[config.mk]
export PLATFORM = sky130hd
export DESIGN_NAME = video_compositor
export DESIGN_NICKNAME = d
export VERILOG_FILES = /design/src/rtl/video_compositor.sv
export SDC_FILE = /design/constraint.sdc
export NUM_CORES = 1
export LEC_CHECK = 0
export CORE_ASPECT_RATIO = 0.5
export CORE_MARGIN = 3
export CORE_UTILIZATION = 50
export CTS_BUF_LIST = sky130_fd_sc_hd__clkbuf_4 sky130_fd_sc_hd__clkbuf_8 sky130_fd_sc_hd__clkbuf_16
export DETAILED_ROUTE_END_ITERATION = 10
export PLACE_DENSITY = 0.85
export SLEW_MARGIN = 5
export SYNTH_ARGS = -nofsm -noshare
export SYNTH_HDL_FRONTEND = slang
export SYNTH_SLANG_ARGS = --single-unit
[constraint.sdc]
create_clock -name clk_pixel_in -period 3.2 [get_ports clk_pixel_in]
set_input_delay 0.64 -clock clk_pixel_in [delete_from_list [all_inputs] [get_ports clk_pixel_in]]
set_output_delay 0.64 -clock clk_pixel_in [all_outputs]
set_load 0.05 [all_outputs]
[src/rtl/video_compositor.sv]
// video_compositor
//   Two-stage pixel compositor placed in front of the TMDS encoder. It merges
//   NUM_LAYERS keyed RGB layers and the camera overlay path under one of four
//   modes. The mode and the layer-enable mask are latched only on a vsync
//   rising edge, so a frame is never composited with two different settings.
//
// Ports
//   clk_pixel_in          pixel clock
//   rst_n_in              asynchronous active-low reset
//   layer_pixel_in        RGB888 per layer, layer i at [24i+23:24i]
//   layer_key_in          per-layer opaque flag
//   camera_y_in           camera luma
//   thresholded_pixel_in  threshold mask
//   crosshair_in          crosshair pixel
//   hcount_in             current column
//   hsync_in/vsync_in/active_in  timing aligned with the pixel inputs
//   mode_in               requested mode (0 PRIORITY, 1 CAMERA, 2 BLEND, 3 BARS)
//   layer_en_in           requested layer-enable mask
//   pixel_out             composited RGB, forced black while blanked
//   hsync_out/vsync_out/active_out  timing delayed by two cycles
//   mode_active_out       mode currently in force
module video_compositor #(
  parameter int          NUM_LAYERS = 4,
  parameter logic [23:0] BG_COLOR   = 24'h000000,
  parameter int          BAR_W      = 160,
  parameter int          HCOUNT_W   = 11
) (
  input  logic                       clk_pixel_in,
  input  logic                       rst_n_in,
  input  logic [24*NUM_LAYERS-1:0]   layer_pixel_in,
  input  logic [NUM_LAYERS-1:0]      layer_key_in,
  input  logic [7:0]                 camera_y_in,
  input  logic                       thresholded_pixel_in,
  input  logic                       crosshair_in,
  input  logic [HCOUNT_W-1:0]        hcount_in,
  input  logic                       hsync_in,
  input  logic                       vsync_in,
  input  logic                       active_in,
  input  logic [1:0]                 mode_in,
  input  logic [NUM_LAYERS-1:0]      layer_en_in,
  output logic [23:0]                pixel_out,
  output logic                       hsync_out,
  output logic                       vsync_out,
  output logic                       active_out,
  output logic [1:0]                 mode_active_out
);

  typedef enum logic [1:0] {
    MODE_PRIORITY = 2'd0,
    MODE_CAMERA   = 2'd1,
    MODE_BLEND    = 2'd2,
    MODE_BARS     = 2'd3
  } mode_e;

  // Number of bar boundaries that can fall inside the hcount range.
  localparam int NUM_BARS = ((1 << HCOUNT_W) + BAR_W - 1) / BAR_W;

  // Bar index by comparator chain (BAR_W need not be a power of two); the
  // 3-bit truncation gives the modulo-8 wrap.
  function automatic logic [23:0] bar_color(input logic [HCOUNT_W-1:0] hc);
    logic [2:0]  idx;
    logic [23:0] col;
    idx = 3'd0;
    for (int k = 1; k < NUM_BARS; k++) begin
      if (int'(hc) >= k * BAR_W) idx = 3'(k);
    end
    case (idx)
      3'd0:    col = 24'hFFFFFF;
      3'd1:    col = 24'hFFFF00;
      3'd2:    col = 24'h00FFFF;
      3'd3:    col = 24'h00FF00;
      3'd4:    col = 24'hFF00FF;
      3'd5:    col = 24'hFF0000;
      3'd6:    col = 24'h0000FF;
      default: col = 24'h000000;
    endcase
    return col;
  endfunction

  // Halving both operands first keeps the sum within 8 bits.
  function automatic logic [7:0] half_sum(input logic [7:0] a, input logic [7:0] b);
    return (a >> 1) + (b >> 1);
  endfunction

  logic                      r_vsync_prev;
  mode_e                     r_mode_q;
  logic [NUM_LAYERS-1:0]     r_en_q;
  logic                      w_vsync_rise;

  logic [24*NUM_LAYERS-1:0]  r_layer_p1;
  logic [NUM_LAYERS-1:0]     r_key_p1;
  logic [7:0]                r_y_p1;
  logic                      r_thr_p1;
  logic                      r_xh_p1;
  logic [23:0]               r_bar_p1;
  mode_e                     r_mode_p1;
  logic                      r_hsync_p1;
  logic                      r_vsync_p1;
  logic                      r_active_p1;

  logic [23:0]               r_pixel_p2;
  logic                      r_hsync_p2;
  logic                      r_vsync_p2;
  logic                      r_active_p2;

  logic                      w_prio_hit;
  logic [23:0]               w_prio_pix;
  logic [23:0]               w_l0;
  logic [23:0]               w_l1;
  logic [23:0]               w_blend;
  logic [23:0]               w_mux;

  assign w_vsync_rise = vsync_in & ~r_vsync_prev;

  // The edge detector resets to 1 so a vsync held high through reset
  // release is not taken as an edge; it must go low and high again.
  always_ff @(posedge clk_pixel_in or negedge rst_n_in) begin
    if (!rst_n_in) begin
      r_vsync_prev <= 1'b1;
      r_mode_q     <= MODE_PRIORITY;
      r_en_q       <= '1;
    end else begin
      r_vsync_prev <= vsync_in;
      if (w_vsync_rise) begin
        r_mode_q <= mode_e'(mode_in);
        r_en_q   <= layer_en_in;
      end
    end
  end

  // ---- stage 1: register inputs, effective keys and bar colour ----
  // The mode travels with the pixel so a frame-boundary change never
  // splits a pixel between two modes.
  always_ff @(posedge clk_pixel_in or negedge rst_n_in) begin
    if (!rst_n_in) begin
      r_layer_p1  <= '0;
      r_key_p1    <= '0;
      r_y_p1      <= '0;
      r_thr_p1    <= 1'b0;
      r_xh_p1     <= 1'b0;
      r_bar_p1    <= '0;
      r_mode_p1   <= MODE_PRIORITY;
      r_hsync_p1  <= 1'b0;
      r_vsync_p1  <= 1'b0;
      r_active_p1 <= 1'b0;
    end else begin
      r_layer_p1  <= layer_pixel_in;
      r_key_p1    <= layer_key_in & r_en_q;
      r_y_p1      <= camera_y_in;
      r_thr_p1    <= thresholded_pixel_in;
      r_xh_p1     <= crosshair_in;
      r_bar_p1    <= bar_color(hcount_in);
      r_mode_p1   <= r_mode_q;
      r_hsync_p1  <= hsync_in;
      r_vsync_p1  <= vsync_in;
      r_active_p1 <= active_in;
    end
  end

  always_comb begin
    w_prio_hit = 1'b0;
    w_prio_pix = BG_COLOR;
    for (int i = NUM_LAYERS - 1; i >= 0; i--) begin
      if (r_key_p1[i]) begin
        w_prio_hit = 1'b1;
        w_prio_pix = r_layer_p1[24*i +: 24];
      end
    end
  end

  always_comb begin
    w_l0    = r_key_p1[0] ? r_layer_p1[23:0]  : BG_COLOR;
    w_l1    = r_key_p1[1] ? r_layer_p1[47:24] : BG_COLOR;
    w_blend = {half_sum(w_l0[23:16], w_l1[23:16]),
               half_sum(w_l0[15:8],  w_l1[15:8]),
               half_sum(w_l0[7:0],   w_l1[7:0])};
  end

  always_comb begin
    w_mux = w_prio_pix;
    case (r_mode_p1)
      MODE_PRIORITY: w_mux = w_prio_pix;
      MODE_CAMERA: begin
        if (r_xh_p1)         w_mux = 24'h00FF00;
        else if (r_thr_p1)   w_mux = 24'hFF77AA;
        else if (w_prio_hit) w_mux = w_prio_pix;
        else                 w_mux = {r_y_p1, r_y_p1, r_y_p1};
      end
      MODE_BLEND:    w_mux = w_blend;
      MODE_BARS:     w_mux = r_bar_p1;
      default:       w_mux = w_prio_pix;
    endcase
  end

  // ---- stage 2: register mode mux result with blanking ----
  always_ff @(posedge clk_pixel_in or negedge rst_n_in) begin
    if (!rst_n_in) begin
      r_pixel_p2  <= '0;
      r_hsync_p2  <= 1'b0;
      r_vsync_p2  <= 1'b0;
      r_active_p2 <= 1'b0;
    end else begin
      r_pixel_p2  <= r_active_p1 ? w_mux : 24'h000000;
      r_hsync_p2  <= r_hsync_p1;
      r_vsync_p2  <= r_vsync_p1;
      r_active_p2 <= r_active_p1;
    end
  end

  assign pixel_out       = r_pixel_p2;
  assign hsync_out       = r_hsync_p2;
  assign vsync_out       = r_vsync_p2;
  assign active_out      = r_active_p2;
  assign mode_active_out = r_mode_q;

endmodule

After elaboration in Yosys (flattened, before gate mapping) --
Cells that the tools add are included. Widths: inputs -> output; s select.
Storage, ports and cells: bits in registers 173, bits of input ports 132, output and inout port bits 29, word-level logic and storage cells 74
Operators by class: add/subtract/negate cells 3, $lt $le $gt $ge 12, equality and inequality tests 9, muxes and demuxes 28, bitwise logic cells 3, reductions and logical operators 2
Operators with widths (count):
- $mux 24 | 10
- $pmux 24 s7 | 1
- $pmux 24 s4 | 1
- $ge 11x11->1 const B | 6
- $ge 11x10->1 const B | 3
- $mux 3 | 9
- $add 7x7->8 | 3
- $ge 11x9->1 const B | 2
- $ge 11x8->1 const B | 1
- $eq 3x3->1 const B | 3
- $eq 3x2->1 const B | 2
- $mux 1 | 5
- $and 4x4->4 | 1
- $eq 2x2->1 const B | 2
- $mux 2 | 2
- $eq 3x1->1 const B | 1
- $logic_not 3->1 | 1
- $eq 2x1->1 const B | 1
- $logic_not 2->1 | 1
- $and 1x1->1 | 1
- $not 1->1 | 1

Longest topological paths before layout --
word-level depth 15, mapped depth 11, depth with buffers taken out 8

Worst setup path before layout --
Ideal clock, no wire load.
path type reg2reg, start register r_key_p1[1], end register r_pixel_p2[22], in the netlist pixel_out[22], library setup time 0.126 ns, data arrival time 2.492 ns, data required time 3.074 ns, slack 0.582 ns, stages on the path, launching flop included 12, buffers on the path 3, clock period less this slack 2.618 ns, cells stage by stage dfrtp_1 buf_2 buf_2 clkbuf_1 and2_1 ha_1 fa_1 a21o_1 a21oi_1 or4_1 a21oi_1 o311a_1
On the way: cells in the longest elaborated chain, start to end 7, elaborated cells on any way between the ends 11, those cells by class add/sub: 1; mux: 10
Ends and longest elaborated chain:
- start: declaration | line 91 | logic [NUM_LAYERS-1:0] r_key_p1;
- start signal: assignment | line 148 | r_key_p1 <= layer_key_in & r_en_q;
- branches (longest 5 deep; another with $add 7x7->8)
- $pmux 24 s4 * | line 181 | case (r_mode_p1)
- $mux 24 * | line 203 | r_pixel_p2 <= r_active_p1 ? w_mux : 24'h000000;
- end signal: assignment | line 203
- end: declaration | line 101 | logic [23:0] r_pixel_p2;
Mark *: on every way between the ends. A chain may end at the register's enable or synchronous reset.

Worst setup path after layout --
start register r_key_p1[1], end register r_pixel_p2[14], in the netlist pixel_out[14]
Same word-level chain as after synthesis.

==> run summary <==
Total of max-cap violations - 0
Vias/cell - 5.98
CTS Sinks - 152
Yosys cell types - 67
Post-synthesis cell area - 6730 µm²
Dpl hpwl - 15000 µm
Total track usage - 28.1%
Core area - 12900 µm²
Mean Syn Cell Area - 11.2 µm²
Post-synthesis async set-or-reset flop share - 100%
Die Ht - 88.0 µm
Switching Share - 31.6%
Post-Route Setup TNS - 0 ns
Main flop type after synthesis - dfrtp_1
Clock slew at reported path FFs - 0.07 ns
Yosys warns - 0
Count leader, synth - dfrtp_1
Synth top cells by count - dfrtp_1 (147), and2_1 (45), nand2_1 (45)
# diodes - 0
CP startpoint kind - flip-flop
Hold crit path type - in -> async
Detailed-route DRC error count - 0
RSZ-0062 raised after global routing - no
Peak VDD IR - 0.351 mV
Period utilization - 83.5%
Lkg Pwr - 0.00385 µW
Vias - 5624
Measured slew at the worst slew-check pin - 0.984 ns
CTS resizes - 0
Fraction of layout cells with a size suffix above 1 - 9.61%
GPL Wtd Cong - 0.936
Cell Count, Final, Fillers Out - 940
Clock buffer depth - 2
Status - completed
Die area - 15000 µm²
Dominant cell type by area after synthesis - dfrtp_1
First-pass GRT wire length - 31700 µm
Filler cells - 935
Pint - 3770 µW
Flops & latches, synth - 152
Cell Rows - 29
Hold_buf cts - 0
CP max FO - 23
IO Port Bufs - 155
Finished Core Util - 70.2%
Inst Count DP - 908
Antenna viol nets, final - 0
Max transition margin - 34.3%
Max Clk Rate - 0.374 GHz
Area delta synth->final - 34.7%
Vias in the first global route - 5652
Detailed Routing Iterations Pass 1 - 6
Cell Pwr Density - 607 nW/µm²
Htree depth - 4
Inserted Clock Buffers - 17
Clock skew - 0.0134 ns
Pre-CTS WS - 0.625 ns
Power, Total - 5510 µW
Largest net degree at the start of global routing - 73
Clock power share - 37.9%
DRC marker count from the first detailed-route iteration - 769
Syn Nets - 755
Final net count - 913
Crit. End Element - flip-flop
IO Pins - 161
Number of flops mapped to enable cells by yosys - 0
Top cell type's share of synthesized area - 54.7%
Clock Root Buffer - clkbuf_16
TritonCTS clock tree - yes
P_sw - 1740 µW
Synth top area cells - dfrtp_1 (55%), and2_1 (4.2%), ha_1 (3.9%)
Wirelength per Cell - 21.9 µm
Critical path arrival - 3.00 ns
Min Tclk post-route - 2.67 ns
Critical Setup Path Class - reg -> reg
WP data required - 3.52 ns
Starting Density - 52.1%
Synthesized instance count - 599
Grt ovf - 0
Hold Vio Cnt, Final - 0
Initial antenna violation count - 0
Post-CTS Setup Bufs - 0
Worst skew pair latency - 0.42 ns
Final setup fails - 0
Die Wd - 170 µm
Worst Slack Setup Final - 0.527 ns
Register area share after synthesis - 56.6%
Routed wire length - 20500 µm
Final slew viol count - 0
Sequential share of power - 39.1%
Comb pwr share - 22.9%
-- area by class of cell --
cell class / instances / area [µm²] / area share [%]
multi-input combinational: 404 / 2700 / 29.8
clock inverter: 14 / 174 / 1.92
clock buffer: 18 / 433 / 4.77
timing repair buffer: 171 / 1700 / 18.7
inverter: 11 / 41.3 / 0.455
tap: 170 / 213 / 2.35
sequential: 152 / 3810 / 42.0
-- metal layers --
metal	part of all wire, %	global-route usage, %
met3	8.3	5.00
met4	1.2	6.48
met1	44	40.9
met5	0	0
met2	46	44.6
-- per-stage QoR --
step                instance area [µm²]  hold slack, ns
finish                             9070           0.224
floorplan                          6730           0.331
global placement                   8460           0.334
detailed placement                 8460           0.337
global route                       9070           0.264
CTS                                9070           0.244
-- power by group through the flow --
stage	Clock (µW)	Sequential (µW)	Combinational, µW
after floorplan	0	2350	519
after global placement	0	2180	1220
after detailed placement	0	2190	1230
after CTS	2100	2150	1240
after global routing	2220	2170	1340
final	2090	2160	1260
-- logic make-up after synthesis --
family / after synthesis / share of synthesized area, %
AO/OA/AOI/OAI: 196 / 20.0
XOR/XNOR: 5 / 0.651
adder cells (fa/ha/maj): 24 / 4.80
buffers and inverters: 43 / 3.29
flip-flops: 152 / 56.6
multiplexers: 9 / 1.47
AND/OR/NAND/NOR: 170 / 13.2
-- state kept, by name (all words and copies together) (netlist names) --
| signal | cells |
|---|---|
| mode_active_out | 2 |
| r_active_p1 | 1 |
| r_vsync_prev | 1 |
| vsync_out | 1 |
| r_xh_p1 | 1 |
| r_y_p1 | 8 |
| r_vsync_p1 | 1 |
| r_en_q | 4 |
| r_bar_p1 | 3 |
| r_key_p1 | 4 |
| r_thr_p1 | 1 |
| hsync_out | 1 |
| active_out | 1 |
| pixel_out | 24 |
| r_layer_p1 | 96 |
| r_mode_p1 | 2 |
| r_hsync_p1 | 1 |
-- final timing paths --
path,startpoint,endpoint,slack [ns],cells after the start
worst min register to register,r_vsync_p1,vsync_out,0.35,0
min in group clk_pixel_in,r_vsync_p1,vsync_out,0.35,0
worst max-delay path,r_key_p1[1],pixel_out[14],0.53,9
worst min-delay path,rst_n_in,r_layer_p1[39],0.22,1
worst max register to register,r_key_p1[1],pixel_out[14],0.53,9
max in group asynchronous,rst_n_in,r_vsync_prev,2.19,2
-- placed cells by master, fill, tap and decap left out, types with 17 or more instances in the layout --
master and instances:
a21oi_1 42, and2_1 45, clkbuf_16 17, clkdlybuf4s50_1 154, dfrtp_1 147, ha_1 21
nand2_1 45, nand2b_1 17, nor2_1 29, o21ai_0 36
-- critical path: stages (launching register included) --
cell and delay [ns]:
dfrtp_1 0.66, buf_12 0.23, and2_1 0.14, ha_1 0.22, fa_1 0.24, nand3_1 0.10
a21boi_0 0.47, nand4b_1 0.19, o21a_1 0.14, a31oi_1 0.16
(Power assumes the default switching activity.)
